--- src/rtl/fifo_check_pkg.sv ---
// fifo_check_pkg: error-bit map, error vector type and saturating increment for fifo_checker
package fifo_check_pkg;
    localparam int ERR_DATA   = 0;
    localparam int ERR_WRACK  = 1;
    localparam int ERR_OVF    = 2;
    localparam int ERR_UDF    = 3;
    localparam int ERR_FULL   = 4;
    localparam int ERR_EMPTY  = 5;
    localparam int ERR_AFULL  = 6;
    localparam int ERR_AEMPTY = 7;
    typedef logic [7:0] fifo_err_t;
    function automatic logic [31:0] sat_inc(input logic [31:0] v, input int w);
        logic [31:0] max;
        max = (w >= 32) ? 32'hFFFF_FFFF : ((32'd1 << w) - 32'd1);
        return (v == max) ? v : v + 32'd1;
    endfunction
endpackage

--- src/rtl/fifo_checker_ref.sv ---
// fifo_checker_ref: shadow FIFO model producing expected flags, handshakes and read data
module fifo_checker_ref import fifo_check_pkg::*; #(
    parameter int WIDTH = 16,
    parameter int DEPTH = 8
) (
    input  logic             clk,
    input  logic             rst_n,
    input  logic             wr_en,
    input  logic             rd_en,
    input  logic [WIDTH-1:0] data_in,
    output logic             full_exp,
    output logic             empty_exp,
    output logic             afull_exp,
    output logic             aempty_exp,
    output logic             wr_ack_exp,
    output logic             ovf_exp,
    output logic             udf_exp,
    output logic             data_vld,
    output logic [WIDTH-1:0] data_exp
);
    localparam int CW = $clog2(DEPTH + 1);
    localparam int PW = $clog2(DEPTH);
    logic [WIDTH-1:0] r_mem [DEPTH];
    logic [CW-1:0]    r_cnt;
    logic [PW-1:0]    r_wptr;
    logic [PW-1:0]    r_rptr;
    logic             r_wr_ack;
    logic             r_ovf;
    logic             r_udf;
    logic             r_data_vld;
    logic [WIDTH-1:0] r_data;
    logic             w_wr_acc;
    logic             w_rd_acc;

    // acceptance depends only on the shadow count, so DUT flag bugs cannot mask themselves
    assign full_exp   = r_cnt == CW'(DEPTH);
    assign empty_exp  = r_cnt == '0;
    assign afull_exp  = r_cnt == CW'(DEPTH - 1);
    assign aempty_exp = r_cnt == CW'(1);
    assign w_wr_acc   = wr_en && !full_exp;
    assign w_rd_acc   = rd_en && !empty_exp;
    assign wr_ack_exp = r_wr_ack;
    assign ovf_exp    = r_ovf;
    assign udf_exp    = r_udf;
    assign data_vld   = r_data_vld;
    assign data_exp   = r_data;

    // shadow state and the expected registered outputs, compared one edge later
    always_ff @(posedge clk or negedge rst_n) begin
        if (!rst_n) begin
            r_cnt      <= '0;
            r_wptr     <= '0;
            r_rptr     <= '0;
            r_wr_ack   <= 1'b0;
            r_ovf      <= 1'b0;
            r_udf      <= 1'b0;
            r_data_vld <= 1'b0;
            r_data     <= '0;
        end else begin
            r_wptr     <= w_wr_acc ? ((r_wptr == PW'(DEPTH - 1)) ? '0 : r_wptr + 1'b1) : r_wptr;
            r_rptr     <= w_rd_acc ? ((r_rptr == PW'(DEPTH - 1)) ? '0 : r_rptr + 1'b1) : r_rptr;
            r_cnt      <= r_cnt + CW'(w_wr_acc) - CW'(w_rd_acc);
            r_wr_ack   <= w_wr_acc;
            r_ovf      <= wr_en && !w_wr_acc;
            r_udf      <= rd_en && !w_rd_acc;
            r_data_vld <= w_rd_acc;
            r_data     <= w_rd_acc ? r_mem[r_rptr] : r_data;
        end
    end

    // shadow data storage; contents are meaningless until written, so no reset
    always_ff @(posedge clk) begin
        if (w_wr_acc) r_mem[r_wptr] <= data_in;
    end
endmodule

--- config.mk ---
export PLATFORM = sky130hd
export DESIGN_NAME = fifo_checker_ref
export DESIGN_NICKNAME = d
export VERILOG_FILES = /design/src/rtl/fifo_check_pkg.sv /design/src/rtl/fifo_checker_ref.sv
export SDC_FILE = /design/constraint.sdc
export NUM_CORES = 1
export LEC_CHECK = 0
export CAP_MARGIN = 20
export CORE_MARGIN = 10
export CORE_UTILIZATION = 30
export DETAILED_ROUTE_END_ITERATION = 12
export PLACE_DENSITY = 0.51
export SKIP_LAST_GASP = 1
export SLEW_MARGIN = 30
export SYNTH_ARGS = -nofsm -noshare
export SYNTH_HDL_FRONTEND = slang
export SYNTH_SLANG_ARGS = --single-unit
export TNS_END_PERCENT = 50
--- constraint.sdc ---
create_clock -name clk -period 3.3 [get_ports clk]
set_input_delay 0.66 -clock clk [delete_from_list [all_inputs] [get_ports clk]]
set_output_delay 0.66 -clock clk [all_outputs]
set_load 0.005 [all_outputs]
==> results of run 1 <==
## placed cells by master, fill, tap and decap left out, types with 4 or more instances in the layout
| cell type | count |
|---|---|
| inv_1 | 7 |
| mux2_1 | 11 |
| edfxtp_1 | 128 |
| clkdlybuf4s50_1 | 42 |
| dfrtp_1 | 29 |
| o22ai_1 | 16 |
| ha_1 | 11 |
| nor2_1 | 6 |
| a22o_1 | 16 |
| o21ai_0 | 16 |
| buf_4 | 16 |
| bufinv_16 | 8 |
| inv_2 | 4 |
| mux2i_1 | 32 |
| o31ai_2 | 16 |
| mux2_2 | 27 |
| clkbuf_16 | 17 |
| nor3_2 | 4 |
## power by group
group | switching (µW) | internal (µW)
Clock | 750 | 1590
Combinational | 1040 | 1010
Sequential | 303 | 2580
Total | 2090 | 5190
## per-stage QoR
| step | utilization | cells |
|---|---|---|
| after floorplan | - | 363 |
| after global placement | 0.342 | 681 |
| after detailed placement | 0.342 | 681 |
| after CTS | 0.376 | 713 |
| after global routing | 0.377 | 714 |
| final | 0.377 | 714 |
## layer usage
metal / track usage / vias up / routed length, µm
li1: - / 1553 / -
met1: 0.135 / 1695 / 6490
met2: 0.163 / 71 / 6880
met3: 0.0241 / 15 / 687
met4: 0.0451 / 0 / 240
met5: 0 / - / 0
## sequential cells by signal, indices dropped and copies added (netlist names)
signal,flops
r_cnt,4
udf_exp,1
ovf_exp,1
r_wptr,3
wr_ack_exp,1
data_exp,16
r_mem,128
data_vld,1
r_rptr,3
## worst max-delay path, stage by stage (launching register included)
cell and delay, ps:
dfrtp_1 400, inv_1 110, ha_1 180, nor3b_4 410
buf_4 200, clkdlybuf4s50_1 500
## final cells by class
type                            instances  area (µm²)
Clock inverter                         12         263
Multi-Input combinational cell        177        1650
Timing Repair Buffer                   61         586
Sequential cell                       158        4600
Clock buffer                           20         447
Inverter                               11        41.3
Tap cell                              275         344
Fill cell                            1907       13100
## cells by family after synthesis
logic type      Yosys count  share of synthesized area
simple gates             27                     0.0258
flops                   158                      0.718
xor+xnor                  2                    0.00274
fa+ha+maj                12                     0.0246
buf+inv                  28                     0.0285
compound gates           66                     0.0833
mux                      70                      0.117
## how the worst max path moves through the flow
stage          startpoint           to  slack [ps]  depth (start not counted)
6_report         r_cnt[2]    empty_exp         410                          5
3_3_place_gp        rd_en     r_cnt[1]         760                          9
2_1_floorplan    r_cnt[2]  r_mem[0][0]         390                          5
5_1_grt          r_cnt[2]    empty_exp         290                          5
3_5_place_dp        wr_en     r_cnt[2]         730                          8
4_1_cts          r_cnt[2]    empty_exp         380                          5
==> results.json, run 1 <==
{
  "status": "finished clean",
  "cts_setup_buffers": 0,
  "dr.pass1.iters": 4,
  "synthTopCellsByCount": "128 x edfxtp_1, 32 x mux2i_1, 30 x dfrtp_1, 27 x mux2_2",
  "nNetsFinal": 458,
  "ys_top_cells_by_area": "edfxtp_1 60%, dfrtp_1 12%, mux2i_1 5.0%",
  "yosysMostFrequentCell": "edfxtp_1",
  "htreeDepth": 4,
  "synth_top_area_share": 0.601,
  "core_um2": 21000,
  "io_buffers": 43,
  "yosysTopAreaCell": "edfxtp_1",
  "drtAntennaViolNets": 0,
  "grt_pass1_vias": 3603,
  "drc_errors": 0,
  "finalHoldViolCount": 0,
  "ys_seq_elements": 158,
  "powerDensity_nw_per_um2": 918,
  "dieWidth_um": 166,
  "cts.clk_slew.worst_paths_ps": 60,
  "fmax_mhz": 346,
  "synth.distinct_cells": 35,
  "die_area_um2": 27600,
  "grt_pass1_wl_um": 21800,
  "regToRegSetupSlack_ps": 760,
  "grt_max_degree": 35,
  "cp-end-kind": "output pin",
  "stdcell_area_um2": 7930,
  "cts_root_buffer": "clkbuf_16",
  "slew_violations": 0,
  "drt_iter0_drc": 268,
  "worstMarginPinSlew_ps": 946,
  "post-route-period-util": 0.875,
  "r2r_end": "r_cnt[1]",
  "cts_made_buffers": 17,
  "syn_area_per_cell_um2": 17.6,
  "placement_rows": 53,
  "r2r-start": "r_cnt[2]",
  "drive_gt1_frac": 0.241,
  "syn_inst": 363,
  "rsz0062_at_grt": "false",
  "yosysWarnings": 0,
  "peakVddDrop_uv": 298,
  "totalWireLength_um": 14300,
  "worstPathArrival_ps": 2230,
  "synth_edf_count": 128,
  "power.total_uw": 7280,
  "synth-main-ff-cell": "edfxtp_1",
  "cp_max_fo": 7,
  "leakage_uw": 0.00285,
  "start_util": 0.304,
  "async_flop_share": 0.190,
  "post-place-ws_ps": 727,
  "areaGrowthSynthToFinish_pct": 23.9,
  "period_needed_ps": 2890,
  "r2r_cells": 11,
  "cts_tree": "done",
  "seq_area_frac_synth": 0.718,
  "clkLatencyLatePin_ps": 420,
  "antenna_found_initial": 0,
  "dpl.hpwl_um": 8620,
  "gp_congestion": 0.720,
  "hp-class": "in2async",
  "fin_ws_ps": 414,
  "grt_usage": 0.104,
  "clockBufferDepth": 2,
  "synth_area_um2": 6400,
  "finalSetupTns_ps": 0,
  "cp-start-kind": "register",
  "required_ps": 2640,
  "syn-num-nets": 395,
  "die_y_um": 166,
  "ctsHoldBuffers": 0,
  "dr_total_vias": 3334,
  "cts.sinks": 158,
  "avgViaCountPerCell": 4.67,
  "overflow": 0,
  "max-slew-margin-rel": 0.368,
  "wl_per_cell_um": 20.0,
  "setup_viol": 0,
  "cap_violations": 0,
  "worst_hold_slack_ps": 111,
  "num_antenna_cells": 0,
  "ios": 44,
  "cts_resized": 0,
  "place_area_um2": 7200,
  "fin_skew_ps": 6.60,
  "path_class": "reg2out"
}
Power figures use the tool's default switching activity.
==> run 2, diff against run 1 <==
Clock period 3.3 ns to 3.1 ns, I/O delays scaled along.
==> run 2 against run 1 <==
Compared with the run above: hold slack gained 59 ps; sequential share of layout area increased by 1.1 points; worst setup slack gained 8.4 ps; cell count shrank 0.42%; sequential power increased by 5%; combinational power rose by 8%; power grew 0.73%.
==> results.json, run 2 (synthesized netlist as in run 1, its figures left out) <==
{
  "dr_total_vias": 3347,
  "grt_pass1_wl_um": 21900,
  "post-place-ws_ps": 550,
  "worstMarginPinSlew_ps": 878,
  "htreeDepth": 4,
  "cts_made_buffers": 17,
  "peakVddDrop_uv": 439,
  "dr.pass1.iters": 4,
  "dpl.hpwl_um": 8300,
  "required_ps": 2480,
  "seq_area_um2": 4600,
  "powerDensity_nw_per_um2": 943,
  "top_register": "r_mem",
  "ios": 44,
  "drive_gt1_frac": 0.232,
  "power_frac_clock": 0.284,
  "n_fill_cell": 1956,
  "cap_violations": 0,
  "crit_family": "buffers and inverters",
  "fmax_mhz": 373,
  "overflow": 0,
  "antenna_found_initial": 1,
  "finalHoldViolCount": 0,
  "r2r-start": "r_cnt[2]",
  "worstPathArrival_ps": 2060,
  "regToRegSetupSlack_ps": 740,
  "core_um2": 21000,
  "cp_max_fo": 3,
  "max-slew-margin-rel": 0.413,
  "die_area_um2": 27600,
  "placement_rows": 53,
  "cts_setup_buffers": 0,
  "r2r_end": "r_cnt[2]",
  "max_stage_delay_ps": 500,
  "setup_viol": 0,
  "io_buffers": 43,
  "grt_max_degree": 48,
  "power_frac_seq": 0.414,
  "grt_usage": 0.106,
  "avgViaCountPerCell": 4.71,
  "dieWidth_um": 166,
  "gp_congestion": 0.689,
  "internal_power_uw": 5080,
  "clkLatencyLatePin_ps": 420,
  "nNetsFinal": 454,
  "hp-class": "in2async",
  "final_cell_mix": "128 x edfxtp_1, 42 x clkdlybuf4s50_1, 32 x mux2i_1",
  "cp-end-kind": "output pin",
  "leakage_uw": 0.00276,
  "slew_violations": 0,
  "period_needed_ps": 2680,
  "start_util": 0.304,
  "p_sw_uw": 2250,
  "totalWireLength_um": 14500,
  "cts.clk_slew.worst_paths_ps": 60,
  "cp-start-kind": "register",
  "drtAntennaViolNets": 0,
  "cts_tree": "done",
  "r2r_cells": 10,
  "fin_ws_ps": 422,
  "drt_iter0_drc": 225,
  "fin_skew_ps": 9.40,
  "die_y_um": 166,
  "cp_num_cells": 5,
  "ctsHoldBuffers": 0,
  "clockBufferDepth": 2,
  "path_class": "reg2out",
  "cp_num_buf_inv": 3,
  "combPwrFrac": 0.301,
  "rsz0062_at_grt": "false",
  "cts_resized": 0,
  "crit_chain": "inv_1 > ha_1 > or3b_4 > inv_2 > clkdlybuf4s50_1",
  "cts.sinks": 158,
  "cp_slowest_cell": "clkdlybuf4s50_1",
  "finalSetupTns_ps": 0,
  "wl_per_cell_um": 20.4,
  "status": "finished clean",
  "largest_reg_flops": 128,
  "switching_share": 0.307,
  "drc_errors": 0,
  "cts_root_buffer": "clkbuf_16",
  "worst_hold_slack_ps": 169,
  "multiInputGateArea_um2": 1650,
  "grt_pass1_vias": 3612,
  "final_common_cell": "edfxtp_1",
  "post-route-period-util": 0.864,
  "areaGrowthSynthToFinish_pct": 21.5
}
==> run 2: cell types whose count changed in the layout (fill, tap and decap cells not counted), moves of 2 or more <==
cell	change
buf_4	-2
bufinv_16	-5
clkbuf_1	-2
clkinv_1	+2
clkinv_4	+4
clkinvlp_4	+3
==> run 2: per-stage QoR <==
stage,total power (µW),utilization,instance area (µm²),std cells
after floorplan,4510,-,6400,363
final,7330,0.370,7770,711
after detailed placement,5340,0.341,7170,678
after CTS,7440,0.370,7770,710
after global routing,7740,0.370,7770,710
after global placement,5270,0.341,7170,678
==> run 2: worst max-delay path by stage <==
stage,slack [ps],from,to
6_report,420,r_cnt[2],full_exp
5_1_grt,290,r_cnt[2],full_exp
4_1_cts,370,r_cnt[2],full_exp
3_3_place_gp,570,rd_en,r_cnt[2]
2_1_floorplan,190,r_cnt[2],r_mem[0][0]
3_5_place_dp,550,rd_en,r_cnt[2]
==> run 2: power by group through the flow <==
stage               clock, µW  combinational, µW  sequential (µW)
finish                   2080               2210             3040
global route             2230               2420             3090
CTS                      2130               2270             3040
detailed placement          0               2260             3080
global placement            0               2210             3060
floorplan                   0               1540             2970
==> run 2: final cells by class <==
type                            count  area share
Antenna cell                        1    0.000322
Multi-Input combinational cell    177       0.212
Timing Repair Buffer               57      0.0702
Tap cell                          275      0.0443
Clock buffer                       17      0.0547
Clock inverter                     15      0.0222
Inverter                           11     0.00531
Sequential cell                   158       0.591
==> run 2: per-layer routing <==
metal / part of all wire / GRT usage
met1: 0.42 / 0.120
met4: 0.014 / 0.0435
met3: 0.048 / 0.0355
met2: 0.51 / 0.180
met5: 0 / 0
==> run 2: worst reg2reg max path, stage by stage, from the launching register on <==
cell	delay [ps]
dfrtp_1	380
inv_1	100
ha_1	150
or3b_4	410
nand2_4	160
ha_1	250
inv_1	60
ha_1	150
inv_1	60
fa_1	380
xnor2_1	140
==> run 3, diff against run 2 <==
--- a/config.mk
+++ b/config.mk
@@ -10,4 +10,5 @@
 export CORE_UTILIZATION = 30
 export DETAILED_ROUTE_END_ITERATION = 12
+export MAX_ROUTING_LAYER = met4
 export PLACE_DENSITY = 0.51
 export SKIP_LAST_GASP = 1
==> constraint.sdc (replaced) <==
create_clock -name clk -period 3.1 [get_ports clk]
set_input_delay 0.62 -clock clk [delete_from_list [all_inputs] [get_ports clk]]
set_output_delay 0.62 -clock clk [all_outputs]
set_load 0.05 [all_outputs]
==> run 3 against run 2 <==
Compared with the run above: clock skew is 2.4 ps lower; die area unchanged; maximum frequency decreased by 8.8%; combinational power increased by 18%; non-clock buffer count up 2; first-iteration DRC count grew 1.8%; global-route usage barely moved; critical path type unchanged; largest cell class unchanged; highest routed layer unchanged.
==> results.json, run 3 (synthesized netlist as in run 1, its figures left out) <==
{
  "cts_made_buffers": 17,
  "overflow": 0,
  "htreeDepth": 4,
  "nNetsFinal": 456,
  "antenna_found_initial": 1,
  "busiest_layer": "met2",
  "cts.clk_slew.worst_paths_ps": 60,
  "fin_skew_ps": 7.04,
  "core_um2": 21000,
  "wl_per_cell_um": 19.5,
  "fmax_mhz": 340,
  "gp_congestion": 0.748,
  "hp-class": "in2async",
  "rsz0062_at_grt": "false",
  "cp-end-kind": "output pin",
  "path_class": "reg2out",
  "drtAntennaViolNets": 0,
  "ctsHoldBuffers": 0,
  "post-route-period-util": 0.948,
  "dpl.hpwl_um": 8160,
  "p_sw_uw": 2660,
  "cp_max_fo": 3,
  "internal_power_uw": 5340,
  "clockBufferDepth": 2,
  "dieWidth_um": 166,
  "grt_max_degree": 37,
  "power_frac_seq": 0.385,
  "grt_pass1_vias": 3571,
  "switching_share": 0.332,
  "grt_usage": 0.106,
  "cts_root_buffer": "clkbuf_16",
  "drt_iter0_drc": 229,
  "met1_usage": 0.127,
  "ios": 44,
  "max-slew-margin-rel": 0.432,
  "worstPathArrival_ps": 2320,
  "worstMarginPinSlew_ps": 852,
  "die_y_um": 166,
  "required_ps": 2480,
  "grt_pass1_wl_um": 21600,
  "use_met3": 0.0256,
  "dr.pass1.iters": 4,
  "cp-start-kind": "register",
  "fin_ws_ps": 163,
  "num_antenna_cells": 0,
  "powerDensity_nw_per_um2": 1020,
  "areaGrowthSynthToFinish_pct": 22.8,
  "final_cell_mix": "128 x edfxtp_1, 41 x clkdlybuf4s50_1, 32 x mux2i_1",
  "utilization": 0.374,
  "dr_total_vias": 3305,
  "cts_tree": "done",
  "placement_rows": 53,
  "io_buffers": 43,
  "top_register": "r_mem",
  "leakage_uw": 0.00281,
  "n_fill_cell": 1923,
  "cts_setup_buffers": 0,
  "finalSetupTns_ps": 0,
  "finalHoldViolCount": 0,
  "slew_violations": 0,
  "place_area_um2": 7180,
  "worst_hold_slack_ps": 315,
  "status": "finished clean",
  "largest_reg_flops": 128,
  "cap_violations": 0,
  "drc_errors": 0,
  "drive_gt1_frac": 0.243,
  "final_common_cell": "edfxtp_1",
  "use_met2": 0.171,
  "cts.sinks": 158,
  "setup_viol": 0,
  "die_area_um2": 27600,
  "clkLatencyLatePin_ps": 420,
  "avgViaCountPerCell": 4.64,
  "cts_resized": 0,
  "power_frac_clock": 0.289,
  "post-place-ws_ps": 545,
  "peakVddDrop_uv": 381,
  "combPwrFrac": 0.326,
  "start_util": 0.304,
  "period_needed_ps": 2940,
  "totalWireLength_um": 13900,
  "stdcell_area_um2": 7860
}
## run 3: cell count changes in the layout (fill, tap and decap cells not counted), moves of 2 or more
| cell | before | now |
|---|---|---|
| buf_4 | 14 | 16 |
| bufinv_16 | 3 | 6 |
| clkinv_1 | 2 | 0 |
| clkinv_4 | 4 | 1 |
## run 3: final timing paths
kind / from / depth (start not counted) / end / slack, ps
max: r_cnt[2] / 5 / full_exp / 160
min: rst_n / 1 / data_exp[15] / 310
max reg2reg: r_cnt[2] / 10 / r_cnt[2] / 770
min reg2reg: data_exp[11] / 2 / data_exp[11] / 530
max in group asynchronous: rst_n / 1 / r_rptr[0] / 2160
min in group clk: data_exp[11] / 2 / data_exp[11] / 530
## run 3: power by group through the flow
stage	Sequential [µW]	Clock [µW]	Combinational (µW)
finish	3070	2310	2610
floorplan	3360	0	1590
detailed placement	3120	0	2660
global placement	3100	0	2630
CTS	3080	2360	2670
global route	3140	2460	2820
## run 3: layout make-up
class                           instances  area [µm²]  share of cell area
Multi-Input combinational cell        177        1650               0.210
Sequential cell                       158        4600               0.585
Tap cell                              275         344              0.0438
Clock buffer                           17         425              0.0542
Timing Repair Buffer                   59         556              0.0707
Clock inverter                         15         243              0.0309
Inverter                               11        41.3             0.00526
## run 3: critical path: stages, from the launching register on
cell             delay, ps
dfrtp_1                380
inv_1                  100
ha_1                   140
or3b_4                 400
inv_2                   80
clkdlybuf4s50_1        800
## run 3: metrics by stage
step / cells / power, µW
6_report: 712 / 7990
3_3_place_gp: 680 / 5730
4_1_cts: 712 / 8110
5_1_grt: 712 / 8420
3_5_place_dp: 680 / 5780
2_1_floorplan: 363 / 4950
## run 3: layer usage
metal,vias to the layer above,share of wire
li1,1537,-
met1,1679,0.44
met2,81,0.50
met3,8,0.053
met4,0,0.010
met5,-,0
==> RTL edit, RTL diff (settings of run 3) <==
`WIDTH`: 16 -> 32.
--- a/src/rtl/fifo_checker_ref.sv
+++ b/src/rtl/fifo_checker_ref.sv
@@ -1,6 +1,6 @@
 // fifo_checker_ref: shadow FIFO model producing expected flags, handshakes and read data
 module fifo_checker_ref import fifo_check_pkg::*; #(
-    parameter int WIDTH = 16,
+    parameter int WIDTH = 32,
     parameter int DEPTH = 8
 ) (
     input  logic             clk,
Interface: changed (resized data_exp and data_in); port bits go from 44 to 76. No check against the original RTL was run, so the function may have changed too.
==> RTL edit against run 3 <==
Design area grew 84%; via count grew 88%; setup slack gained 0.040 ns; sequential cell count grew 144; critical path depth is the same; sequential power grew 87%; worst hold slack lost 0.11 ns; die area grew 73%; cell count grew 83%; utilization shrank 0.14 points; synthesized area grew 84%; total power grew 81%; wire length grew 100%; global-route usage grew 1.3 points; critical path type unchanged; largest power group unchanged.
==> RTL edit: results (changes against run 3) <==
Place
The detailed placement HPWL is 16500 um (+100%). The number of placed instances, taps included is 1242 (+83%). The final weighted congestion of routability-driven global placement is 0.687 (-8.1%).

Final layout
The flip-flop count of the largest register after layout came to 256 (+100%).

GRT
The global-route wire length before repair is 42000 um (+95%). The via count of the first global-routing pass is 6517 (+82%). The met3 track demand over resource in global routing is 2.00% (-0.55 points). The number of antenna violations at the first check in global routing is 0 (-1). The global-route usage over all layers is 11.9% (+1.3 points).

Yosys
The number of enable flip-flop cells after synthesis is 256 (+100%). The commonest cells after synthesis are edfxtp_1, mux2_2, mux2i_1. The count of cell types in the netlist is 33 (-5.7%). The share of synthesized flip-flops with an asynchronous set or reset is 15.2% (-3.8 points). The sequential-to-total area share from yosys stat is 74.9% (+3.1 points).

Pwr
The power attributed to sequential cells came to 0.00574 W (+87%). The power attributed to the clock group is 0.00404 W (+75%). The switching power as a share of total power was 33.8% (+0.57 points). The worst-case vdd ir drop is 0.000411 V (+7.8%).

The combinational power is 0.00465 W (+78%).

Critical path
The internal reg-to-reg setup slack is 0.49 ns (-0.28 ns). The slowest stage of the critical path belongs to the cell dlygate4sd2_1. The data arrival time at the worst-slack endpoint came to 2.28 ns (-0.04 ns). The largest incremental delay on the critical path came to 0.53 ns (-0.27 ns).

Timing
The highest achievable clock rate is 0.345 GHz (+1.4%).

Route
The detailed-routing wirelength on met1 is 12900 um (+110%).

Outcome
The run finished with clean final reports.
## RTL edit: cell count changes in the layout (fill, tap and decap cells not counted), moves of 18 or more
cell             before  now
clkdlybuf4s50_1      41   72
o31ai_1               0   32
edfxtp_1            128  256
mux2i_1              32   64
clkbuf_16            17   35
mux2_2               27   69
o21ai_0              16   34
## RTL edit: cell type report
| cell class | instances | area [um^2] |
|---|---|---|
| fill | 3645 | 24300 |
| sequential | 302 | 8840 |
| multi-input combinational | 307 | 2740 |
| timing repair buffer | 104 | 1010 |
| clock buffer | 46 | 937 |
| tap | 518 | 648 |
| clock inverter | 16 | 200 |
| inverter | 11 | 41.3 |
## RTL edit: cell families after synthesis
kind of cell,count (synthesis),share of synthesized area (%)
multiplexers,133,12.0
AND/OR/NAND/NOR,28,1.34
adder cells (fa/ha/maj),12,1.34
flip-flops,302,74.9
XOR/XNOR,2,0.149
AO/OA/AOI/OAI,132,7.66
buffers and inverters,49,2.58
